## config.mk

```make
export PLATFORM = sky130hd
export DESIGN_NAME = keypad_scanner
export DESIGN_NICKNAME = d
export VERILOG_FILES = /design/src/rtl/keypad_scanner.sv
export SDC_FILE = /design/constraint.sdc
export NUM_CORES = 1
export LEC_CHECK = 0
export BUFFER_PORTS_ARGS = -buffer_cell sky130_fd_sc_hd__buf_2
export CORE_MARGIN = 4
export CORE_UTILIZATION = 48
export CTS_BUF_LIST = sky130_fd_sc_hd__clkbuf_8
export DETAILED_ROUTE_END_ITERATION = 7
export PLACE_DENSITY = 0.66
export SLEW_MARGIN = 30
export SYNTH_ARGS = -nofsm -noshare
export SYNTH_HDL_FRONTEND = slang
export SYNTH_SLANG_ARGS = --single-unit
```

## constraint.sdc

```tcl
create_clock -name CLK -period 5.8 [get_ports CLK]
set_clock_uncertainty 0.15 [all_clocks]
set_input_delay 1.16 -clock CLK [delete_from_list [all_inputs] [get_ports CLK]]
set_output_delay 1.16 -clock CLK [all_outputs]
set_load 0.01 [all_outputs]
```

## src/rtl/keypad_scanner.sv

```systemverilog
// keypad_scanner
// Clocked matrix-keypad scanner. Drives one row low at a time, samples the
// synchronised column lines after a settle interval, assembles a full-matrix
// frame, debounces whole frames and emits one-cycle key events.
//
// Ports:
//   CLK          system clock
//   RST          synchronous, active-high reset
//   ROW          row drives, active-low, one bit low while scanning
//   COL          column sense, active-low (board pull-ups)
//   KEY_STATE    debounced key state, bit r*NCOLS+c = 1 means pressed
//   KEY_VALID    one-cycle event strobe
//   KEY_CODE     key index of the event (valid with KEY_VALID)
//   KEY_PRESSED  1 = press event, 0 = release event (valid with KEY_VALID)
//
// Optional feature macro: KEYPAD_RELEASE_EVENT_EN
//   defined   : releases also queue events (KEY_PRESSED=0)
//   undefined : only presses queue events; KEY_STATE still tracks releases
`timescale 1ns/1ps

module keypad_scanner #(
  parameter int NROWS           = 4,
  parameter int NCOLS           = 4,
  parameter int SETTLE_CYCLES   = 12000,
  parameter int DEBOUNCE_FRAMES = 4,
  localparam int NKEYS          = NROWS * NCOLS,
  localparam int CW             = (NKEYS > 1) ? $clog2(NKEYS) : 1
) (
  input  logic             CLK,
  input  logic             RST,
  output logic [NROWS-1:0] ROW,
  input  logic [NCOLS-1:0] COL,
  output logic [NKEYS-1:0] KEY_STATE,
  output logic             KEY_VALID,
  output logic [CW-1:0]    KEY_CODE,
  output logic             KEY_PRESSED
);

  localparam int RW  = (NROWS > 1) ? $clog2(NROWS) : 1;
  localparam int SCW = (SETTLE_CYCLES > 1) ? $clog2(SETTLE_CYCLES) : 1;
  localparam int DFW = $clog2(DEBOUNCE_FRAMES + 1);

  // Saturating increment of the stable-frame count.
  function automatic logic [DFW-1:0] sat_inc(input logic [DFW-1:0] v);
    if (v >= DFW'(DEBOUNCE_FRAMES))
      return DFW'(DEBOUNCE_FRAMES);
    else
      return v + 1'b1;
  endfunction

  // Index of the lowest set bit; 0 when the mask is empty.
  function automatic logic [CW-1:0] lowest_index(input logic [NKEYS-1:0] m);
    logic [CW-1:0] idx;
    idx = '0;
    for (int i = NKEYS - 1; i >= 0; i--)
      if (m[i]) idx = CW'(i);
    return idx;
  endfunction

  logic [NCOLS-1:0] col_p0;
  logic [NCOLS-1:0] col_p1;
  logic [NCOLS-1:0] pressed;
  logic [RW-1:0]    row_idx;
  logic [SCW-1:0]   settle_cnt;
  logic [NKEYS-1:0] frame;
  logic [NKEYS-1:0] candidate;
  logic [DFW-1:0]   stable_cnt;
  logic [NKEYS-1:0] pending;

  logic             sample_now;
  logic             frame_done;
  logic             accept;
  logic [NKEYS-1:0] frame_next;
  logic [NKEYS-1:0] changes;
  logic [NKEYS-1:0] lowest;

  assign pressed = ~col_p1;

  always_comb begin
    sample_now = (settle_cnt == SCW'(SETTLE_CYCLES - 1));
    frame_done = sample_now && (row_idx == RW'(NROWS - 1));

    // Frame value including the row sampled this cycle, so a completing
    // frame is judged with its last row already in place.
    frame_next = frame;
    for (int r = 0; r < NROWS; r++)
      if (sample_now && (row_idx == RW'(r)))
        frame_next[r*NCOLS +: NCOLS] = pressed;

    accept = (stable_cnt == DFW'(DEBOUNCE_FRAMES)) && (candidate != KEY_STATE);

`ifdef KEYPAD_RELEASE_EVENT_EN
    changes = KEY_STATE ^ candidate;
`else
    changes = ~KEY_STATE & candidate;
`endif

    // Isolate the lowest pending bit: two's-complement trick.
    lowest = pending & (~pending + 1'b1);

    KEY_VALID = |pending;
    KEY_CODE  = lowest_index(pending);
`ifdef KEYPAD_RELEASE_EVENT_EN
    KEY_PRESSED = |(lowest & KEY_STATE);
`else
    KEY_PRESSED = KEY_VALID;
`endif
  end

  always_ff @(posedge CLK) begin
    if (RST) begin
      col_p0     <= '1;
      col_p1     <= '1;
      ROW        <= '1;
      row_idx    <= '0;
      settle_cnt <= '0;
      frame      <= '0;
      candidate  <= '0;
      stable_cnt <= '0;
      KEY_STATE  <= '0;
      pending    <= '0;
    end else begin
      // stage p0/p1: column synchroniser
      col_p0 <= COL;
      col_p1 <= col_p0;

      // row drive follows row_idx one cycle later
      ROW <= ~(NROWS'(1) << row_idx);

      // settle counter and row sampling
      if (sample_now) begin
        settle_cnt <= '0;
        frame      <= frame_next;
        if (row_idx == RW'(NROWS - 1))
          row_idx <= '0;
        else
          row_idx <= row_idx + 1'b1;
      end else begin
        settle_cnt <= settle_cnt + 1'b1;
      end

      // frame debounce
      if (frame_done) begin
        if (frame_next == candidate) begin
          stable_cnt <= sat_inc(stable_cnt);
        end else begin
          candidate  <= frame_next;
          stable_cnt <= DFW'(1);
        end
      end

      // acceptance and event queue
      if (accept)
        KEY_STATE <= candidate;
      pending <= (pending & ~lowest) | (accept ? changes : '0);
    end
  end

endmodule
```

==> reports/qor.csv, run 1 <==
metric;value;unit
status;completed;
Post-CTS Resized;0;
sequential fraction of the synthesis area;0.428;
Mapped Cells;489;
clock-pin slew on the worst setup and hold paths;0.09;ns
Crit path max-delay family;simple AND/OR/NAND/NOR gates;
initial core utilization;0.502;
Fmax achieved;264;MHz
via/cell ratio;5.50;
fin. max-slew vios;0;
Max FO, Critical Path;6;
Worst Setup Path Type;flip-flop to output port;
Slew headroom;0.514;
final hold vios;0;
Tcrit/Tclk final;0.653;
Pleak;1.86;nW
DP Area;4640;µm²
area grow syn2layout;8.65;%
via count;3403;
nets@finish;536;
Worst EP arrival;2.47;ns
CTS hold repair buffers;0;
Req. time, crit path;4.49;ns
CTS buffer count;9;
Worst-Skew Late Latency;0.36;ns
# H-tree levels;3;
Max Root-Sink Buffers;2;
Hold Path Depth;1;
# setup viols final;0;
final cell area excluding filler cells;4830;µm²
Worst Reg2Reg Path Length in Cells;9;
RSZ-0062 raised after global routing;false;
IO Pins;32;
root buf cell;clkbuf_8;
critical-path cell list;or4_1 > or3_1 > or3_1 > inv_1 > nand3_1 > buf_2;
first-pass GRT wire length;15.8;mm
FP Rows;34;
gr ovfl total;0;
Routed WL per cell;14.9;µm
maximum vdd drop;136;µV
total number of cells along the worst setup path;6;
ant diodes;0;
Worst setup EP type;output port;
Least-Margin Pin Slew;0.730;ns
async set or reset register ratio after synthesis;0;
Post-CTS Setup Inserts;0;
Mapped Area;4440;µm²
max_cap viols;0;
Buffers on Ports;31;
met2 WL;4.20;mm
dpl hpwl;6.68;mm
routability cong.;0.833;
Worst path max stage delay;0.63;ns
Synthesis Warnings;0;
vias in the first global route;3270;
area of the core;8850;µm²
share of post-route cells with drive strength above 1;0.141;
pin count of the biggest net entering global routing;55;
CP dominant cell by count;or3_1;
DRT antenna net count;0;
Post-Route M1 WL;4.63;mm
Startpoint Class;flip-flop;
Die X;104;µm
total track usage;0.174;
DRC;0;
detailed-router iteration count before antenna repair;5;
WL final;9.25;mm
HP Class;flip-flop to flip-flop;
syn nets;518;
initial antenna violation count;0;
CTS tree;done;
post-route setup TNS;0;ns
syn avg cell area;9.09;µm²
minimum clock period;3.78;ns
Pwr Density;229;nW/µm²
Top Layer Used;met4;
Met3 Routed Length;291;µm
Iter 0 DRT Violations;207;
EDFF count, synth;0;
crit path buf inv count;2;
post-route total power;1.11;mW
die height;104;µm
die footprint;10900;µm²
Yosys cell types;53;
Clock Sink Count;95;
Main synth FF type;dfxtp_1;
Yosys reg bits;95;
slowest stage cell, crit path;or4_1;
==> logic make-up after synthesis <==
group | Yosys count | synth area share
AND/OR/NAND/NOR | 170 | 0.202
flip-flops | 95 | 0.428
AO/OA/AOI/OAI | 89 | 0.141
buffers and inverters | 62 | 0.0577
multiplexers | 26 | 0.0591
XOR/XNOR | 24 | 0.0473
adder cells (fa/ha/maj) | 23 | 0.0648
==> where the power goes <==
part | total, mW | switching (mW) | leakage, nW | internal, mW
Combinational | 0.0231 | 0.0151 | 1.00 | 0.00799
Sequential | 0.663 | 0.00651 | 0.768 | 0.656
Clock | 0.420 | 0.223 | 0.0929 | 0.196
Total | 1.11 | 0.245 | 1.86 | 0.861
==> per-layer routing <==
layer  GRT usage  vias to the layer above
met2       0.274                       66
met1       0.243                     1594
met5           0                        -
met3      0.0248                       11
li1            -                     1732
met4      0.0627                        0
==> cell usage in the layout, fill, tap and decap left out, drive strengths merged, types with 2 or more instances in the layout <==
| cell | netlist | final |
|---|---|---|
| o21bai | 2 | 2 |
| clkinvlp | 0 | 2 |
| dfxtp | 95 | 95 |
| nand4 | 7 | 7 |
| nand2 | 18 | 18 |
| ha | 23 | 23 |
| a21oi | 24 | 24 |
| o211ai | 2 | 2 |
| nor2b | 3 | 3 |
| a211oi | 19 | 19 |
| o21ai | 11 | 11 |
| xnor2 | 14 | 14 |
| or4 | 3 | 3 |
| nand2b | 8 | 8 |
| nor3 | 11 | 11 |
| o31ai | 2 | 2 |
| mux2i | 24 | 24 |
| nor4 | 11 | 11 |
| a22oi | 7 | 7 |
| a22o | 12 | 12 |
| nand3 | 9 | 9 |
| and3 | 5 | 5 |
| o22ai | 2 | 2 |
| clkbuf | 20 | 9 |
| or2 | 9 | 9 |
| xor2 | 10 | 10 |
| and2 | 5 | 5 |
| nor2 | 68 | 68 |
| mux2 | 2 | 2 |
| nand4b | 4 | 4 |
| buf | 8 | 35 |
| o41ai | 2 | 2 |
| or3 | 4 | 4 |
| inv | 34 | 36 |
==> final timing paths <==
path	slack, ns	start	endpoint
worst max-delay path	2.02	pending[0]	KEY_VALID
worst min-delay path	0.26	col_p0[0]	col_p1[0]
worst max register to register	2.24	settle_cnt[0]	candidate[11]
worst min register to register	0.26	col_p0[0]	col_p1[0]
==> Yosys cell counts, types with 3 or more instances <==
cell      instances  share of area
nor2b_1           3         0.0042
nand2b_1          8          0.011
o21ai_0          11          0.012
nand4_1           6         0.0084
inv_1            34          0.029
a211oi_1         15          0.025
and3_1            5         0.0070
xnor2_1          14          0.028
nor3_1           11          0.012
nor2_1           68          0.057
or2_2             9          0.013
ha_1             23          0.065
or3_1             4         0.0056
a21oi_1          24          0.027
nand4b_1          4         0.0079
xor2_1           10          0.020
nor4_1            8          0.011
nand2_1          18          0.015
dfxtp_1          95           0.43
nand3_1           8         0.0090
a22oi_1           7          0.012
mux2i_1          24          0.054
a211oi_2          4          0.011
clkbuf_1         20          0.017
buf_2             4         0.0045
and2_1            4         0.0056
a22o_1           12          0.024
or4_1             3         0.0051
==> through the flow <==
step | worst slack [ns] | std cells | hold slack, ns | util
2_1_floorplan | 2.47 | 489 | 0.239 | -
3_3_place_gp | 2.29 | 604 | 0.241 | 0.524
3_5_place_dp | 2.08 | 604 | 0.243 | 0.524
4_1_cts | 2.00 | 619 | 0.265 | 0.545
5_1_grt | 1.86 | 619 | 0.277 | 0.546
6_report | 2.02 | 619 | 0.264 | 0.546
==> final cells by class <==
type | count | area (µm²)
Tap cell | 108 | 135
Clock inverter | 6 | 62.6
Timing Repair Buffer | 35 | 185
Clock buffer | 9 | 124
Multi-Input combinational cell | 332 | 2290
Inverter | 34 | 128
Fill cell | 836 | 4020
Sequential cell | 95 | 1900
==> registers in the layout, summed over array words and instances (netlist names) <==
register and cells:
KEY_STATE 16, pending 16, ROW 4, col_p0 4, frame 16, settle_cnt 14
stable_cnt 3, col_p1 4, row_idx 2, candidate 16
==> worst register-to-register path: stages (launching register included) <==
cell     delay (ns)
dfxtp_1        0.38
ha_1           0.26
nand4_4        0.20
nor4_1         0.58
mux2i_1        0.38
xnor2_1        0.11
nor4_1         0.36
nand3_2        0.24
and2_1         0.46
a22o_1         0.34
Note: power is estimated with default switching activity, not from simulation.
==> run 2, diff against run 1 <==
--- a/config.mk
+++ b/config.mk
@@ -10,7 +10,7 @@
 export CORE_UTILIZATION = 48
 export CTS_BUF_LIST = sky130_fd_sc_hd__clkbuf_8
 export DETAILED_ROUTE_END_ITERATION = 7
-export PLACE_DENSITY = 0.66
+export PLACE_DENSITY = 0.68
 export SLEW_MARGIN = 30
 export SYNTH_ARGS = -nofsm -noshare
 export SYNTH_HDL_FRONTEND = slang
==> constraint.sdc (replaced) <==
create_clock -name CLK -period 3.3 [get_ports CLK]
set_clock_uncertainty 0.15 [all_clocks]
set_input_delay 0.66 -clock CLK [delete_from_list [all_inputs] [get_ports CLK]]
set_output_delay 0.66 -clock CLK [all_outputs]
set_load 0.01 [all_outputs]
==> run 2 against run 1 <==
Compared with the run above:
- clock power is 78% higher
- flip-flop and latch count is the same
- sequential power is 75% higher
- critical endpoint unchanged
- wire length rose by 4.5%
==> reports/qor.csv, run 2 (synthesized netlist as in run 1, its figures left out) <==
metric;value;unit;change
status;completed;;
Final Non-Filler Cells;636;;+2.7%
Worst Setup Path Type;flip-flop to output port;;
CTS tree;done;;
clock-pin slew on the worst setup and hold paths;0.10;ns;about the same
Max FO, Critical Path;6;;unchanged
placed cells;619;;+2.5%
Worst Hold Slack;0.265;ns;+0.00151 ns
routability cong.;0.870;;+4.4%
Slew headroom;0.438;;-0.0754
most frequent cells in the layout;93 x dfxtp_1, 67 x nor2_1, 34 x inv_1;;
Post-CTS Setup Inserts;0;;unchanged
final cell area excluding filler cells;4990;µm²;+3.5%
Least-Margin Pin Slew;0.843;ns;+0.113 ns
area of the core;8850;µm²;unchanged
area grow syn2layout;12.4;%;
Routed WL per cell;15.2;µm;+1.7%
DRC;0;;unchanged
pin count of the biggest net entering global routing;42;;-24%
Hold Path Depth;1;;unchanged
die footprint;10900;µm²;unchanged
fin util;0.564;;+0.0189
# H-tree levels;3;;unchanged
DRT antenna net count;0;;unchanged
ant diodes;0;;unchanged
WL final;9.66;mm;+4.5%
root buf cell;clkbuf_8;;
R2R Setup Slk;0.18;ns;-2.06 ns
Pleak;1.95;nW;+4.7%
initial antenna violation count;0;;unchanged
detailed-router iteration count before antenna repair;4;;-1
Fmax achieved;314;MHz;
minimum clock period;3.19;ns;
total track usage;0.183;;+0.00847
Int Power;1.48;mW;+72%
NetSw;0.482;mW;+96%
Max Root-Sink Buffers;2;;unchanged
Iter 0 DRT Violations;168;;-19%
DP Area;4760;µm²;+2.7%
CTS buffer count;9;;unchanged
Worst-Skew Late Latency;0.37;ns;about the same
maximum vdd drop;297;µV;+120%
Startpoint Class;flip-flop;;
fin. max-slew vios;0;;unchanged
Flop pwr share;0.592;;-0.007
share of post-route cells with drive strength above 1;0.186;;+0.0447
via/cell ratio;5.54;;+0.73%
initial core utilization;0.502;;unchanged
post-route total power;1.96;mW;+77%
die height;104;µm;unchanged
gr ovfl total;0;;unchanged
Tcrit/Tclk final;0.965;;
Worst EP arrival;2.38;ns;-0.09 ns
max_cap viols;0;;unchanged
via count;3522;;+3.5%
final hold vios;0;;unchanged
FP Rows;34;;unchanged
first-pass GRT wire length;16.2;mm;+2.4%
dpl hpwl;6.84;mm;+2.3%
Clock Sink Count;95;;unchanged
nets@finish;552;;+3.0%
vias in the first global route;3342;;+2.2%
# setup viols final;0;;unchanged
Worst Reg2Reg Path Length in Cells;11;;+2
sw frac;0.246;;+0.0239
HP Class;flip-flop to flip-flop;;
Worst setup EP type;output port;;
Pwr Density;393;nW/µm²;+71%
IO Pins;32;;unchanged
Die X;104;µm;unchanged
Buffers on Ports;31;;unchanged
Req. time, crit path;2.49;ns;-2.00 ns
most common cell after layout, fill and taps aside;dfxtp_1;;
Clock Power Share;0.382;;+0.002
Logic pwr share;0.026;;+0.005
[run 2: changes by cell type in the layout (fill, tap and decap cells not counted), moves of 2 or more]
cell	change
buf_4	+14
dfxtp_1	-2
dfxtp_2	+2
inv_6	+2
or4_1	-2
or4_4	+2
[run 2: stage by stage]
| step | setup WS [ns] | setup TNS [ns] |
|---|---|---|
| 6_report | 0.115 | 0 |
| 5_1_grt | -0.00820 | -0.00820 |
| 4_1_cts | 0.0316 | 0 |
| 3_5_place_dp | 0.0766 | 0 |
| 3_3_place_gp | 0.207 | 0 |
| 2_1_floorplan | 0.180 | 0 |
[run 2: final cells by class]
cell class                      count  area (µm²)
Clock buffer                       10         138
Inverter                           34         128
Multi-Input combinational cell    332        2320
Timing Repair Buffer               51         315
Fill cell                         804        3850
Clock inverter                      6        50.0
Tap cell                          108         135
Sequential cell                    95        1900
[run 2: worst paths after layout]
path,startpoint,end
max,pending[0],KEY_VALID
min,col_p0[1],col_p1[1]
max reg2reg,settle_cnt[1],candidate[1]
min reg2reg,col_p0[1],col_p1[1]
[run 2: routing by layer]
layer  vias to the layer above  GRT usage  share of wire
met3                        18     0.0490          0.039
met2                        55      0.290           0.46
met4                         0     0.0627          0.019
met1                      1672      0.240           0.48
li1                       1777          -              -
met5                         -          0              0
[run 2: power by group through the flow]
| stage | Combinational, mW | Sequential (mW) | Clock (mW) |
|---|---|---|---|
| 3_3_place_gp | 0.0485 | 1.19 | 0 |
| 4_1_cts | 0.0502 | 1.16 | 0.774 |
| 2_1_floorplan | 0.0355 | 1.18 | 0 |
| 3_5_place_dp | 0.0494 | 1.19 | 0 |
| 5_1_grt | 0.0575 | 1.16 | 0.813 |
| 6_report | 0.0516 | 1.16 | 0.748 |
[run 2: timing repair]
item	in CTS	in global routing
hold buffers	0	0
cloned	0	1
gates resized for setup	1	10
pin swaps	0	1
setup endpoints to repair	2	19
[run 2: critical path, cell delays in order (launching register included)]
cell and delay (ns):
dfxtp_2 0.36, or4_4 0.58, or3_1 0.34, or3_4 0.37, inv_1 0.08, nand3_1 0.09, buf_2 0.18
==> run 3, diff against run 2 <==
--- a/config.mk
+++ b/config.mk
@@ -11,6 +11,7 @@
 export CTS_BUF_LIST = sky130_fd_sc_hd__clkbuf_8
 export DETAILED_ROUTE_END_ITERATION = 7
 export PLACE_DENSITY = 0.68
+export RECOVER_POWER = 100
 export SLEW_MARGIN = 30
 export SYNTH_ARGS = -nofsm -noshare
 export SYNTH_HDL_FRONTEND = slang
==> run 3 against run 2 <==
Compared with the run above:
- flip-flop and latch count stayed put
- clock power about the same
- hold slack is essentially flat
- total power about the same
- final cell count stayed put
- global-route usage stayed put
- critical path depth unchanged
- highest routed layer unchanged
- wire length down 0.14%
- sequential power hardly changed
- first-iteration DRC count is 4.8% lower
- critical endpoint unchanged
- sequential share of layout area grew 0.42 points
==> reports/qor.csv, run 3 (synthesized netlist as in run 1, its figures left out) <==
metric;value;unit;change
status;completed;;
Worst Setup Path Type;flip-flop to output port;;
max_cap viols;0;;unchanged
dpl hpwl;6.84;mm;unchanged
most frequent cells in the layout;93 x dfxtp_1, 67 x nor2_1, 34 x inv_1;;
share of post-route cells with drive strength above 1;0.129;;-0.0568
most common cell after layout, fill and taps aside;dfxtp_1;;
Setup WS pre-CTS;0.0766;ns;unchanged
FP Rows;34;;unchanged
worst setup path start;pending[0];;
fin. max-slew vios;0;;unchanged
Worst EP arrival;2.38;ns;about the same
CTS tree;done;;
Max Root-Sink Buffers;2;;unchanged
Routed WL per cell;15.2;µm;-0.14%
Least-Margin Pin Slew;0.820;ns;-0.0227 ns
Tcrit/Tclk final;0.965;;about the same
pin count of the biggest net entering global routing;42;;unchanged
HP Class;flip-flop to flip-flop;;
Worst setup EP type;output port;;
R2R Setup Slk;0.17;ns;about the same
gr ovfl total;0;;unchanged
routability cong.;0.870;;unchanged
Fmax achieved;314;MHz;about the same
Pwr Density;397;nW/µm²;+1.1%
Final Worst Setup Slack;0.114;ns;-0.0000190 ns
Slew headroom;0.453;;+0.0152
first-pass GRT wire length;16.2;mm;unchanged
die height;104;µm;unchanged
reg-to-reg endpoint;candidate[3];;
die footprint;10900;µm²;unchanged
Hold Path Depth;1;;unchanged
DRC;0;;unchanged
Req. time, crit path;2.49;ns;about the same
Iter 0 DRT Violations;160;;-4.8%
minimum clock period;3.19;ns;+0.0000190 ns
IO Pins;32;;unchanged
final hold vios;0;;unchanged
Pleak;1.84;nW;-5.7%
maximum vdd drop;298;µV;+0.31%
nets@finish;552;;unchanged
Buffers on Ports;31;;unchanged
Startpoint Class;flip-flop;;
Worst-Skew Late Latency;0.37;ns;about the same
Worst Reg2Reg Path Length in Cells;11;;unchanged
vias in the first global route;3342;;unchanged
area of the core;8850;µm²;unchanged
DRT antenna net count;0;;unchanged
WL final;9.65;mm;-0.14%
Clock Sink Count;95;;unchanged
ant diodes;0;;unchanged
root buf cell;clkbuf_8;;
# setup viols final;0;;unchanged
via/cell ratio;5.55;;+0.23%
Die X;104;µm;unchanged
Hold Crit Start;col_p0[1];;
final cell area excluding filler cells;4940;µm²;-1.1%
Max FO, Critical Path;6;;unchanged
FF-to-FF Start;settle_cnt[1];;
# H-tree levels;3;;unchanged
via count;3530;;+0.23%
DP Area;4760;µm²;unchanged
CTS buffer count;9;;unchanged
area grow syn2layout;11.2;%;
initial antenna violation count;0;;unchanged
detailed-router iteration count before antenna repair;4;;unchanged
worst hold endpoint;col_p1[1];;
clock-pin slew on the worst setup and hold paths;0.10;ns;about the same
total track usage;0.183;;unchanged
initial core utilization;0.502;;unchanged
-- run 3: worst max-delay path: stages, from the launching register on --
cell and delay (ns):
dfxtp_2 0.36, or4_4 0.58, or3_1 0.34, or3_4 0.37
inv_1 0.08, nand3_1 0.09, buf_2 0.18
-- run 3: worst max-delay path by stage --
stage,endpoint
after floorplan,candidate[11]
after global placement,candidate[1]
after detailed placement,candidate[1]
after CTS,KEY_VALID
after global routing,candidate[11]
final,KEY_VALID
-- run 3: power breakdown --
part	total (mW)	internal (mW)	switching [mW]	leakage (nW)
sequential	1.16	1.15	0.00698	0.769
clock	0.749	0.307	0.442	0.0956
combinational	0.0502	0.0174	0.0328	0.973
-- run 3: area by class of cell --
| cell class | count | area (µm²) |
|---|---|---|
| Clock buffer | 10 | 138 |
| Clock inverter | 6 | 50.0 |
| Fill cell | 825 | 3910 |
| Inverter | 34 | 128 |
| Multi-Input combinational cell | 332 | 2310 |
| Sequential cell | 95 | 1900 |
| Tap cell | 108 | 135 |
| Timing Repair Buffer | 51 | 270 |
-- run 3: what timing repair did --
item | in CTS | in global routing
gates resized for setup | 1 | 10
buffers inserted | 0 | 0
pin swaps | 0 | 1
hold buffers | 0 | 0
setup endpoints to repair | 2 | 19
gates cloned | 0 | 1
-- run 3: per-stage QoR --
step / setup TNS [ns] / util / total power [mW] / cells / hold slack (ns)
after CTS: 0 / 0.560 / 1.99 / 635 / 0.271
after detailed placement: 0 / 0.538 / 1.24 / 619 / 0.247
after global routing: -0.00785 / 0.558 / 2.03 / 636 / 0.287
after global placement: 0 / 0.538 / 1.24 / 619 / 0.241
final: 0 / 0.558 / 1.96 / 636 / 0.265
after floorplan: 0 / - / 1.22 / 489 / 0.239
-- run 3: routing by layer --
| layer | routed length (µm) | global-route usage | up-vias |
|---|---|---|---|
| met5 | 0 | 0 | - |
| met1 | 4490 | 0.240 | 1663 |
| met2 | 4510 | 0.290 | 73 |
| li1 | - | - | 1778 |
| met4 | 170 | 0.0627 | 0 |
| met3 | 473 | 0.0490 | 16 |
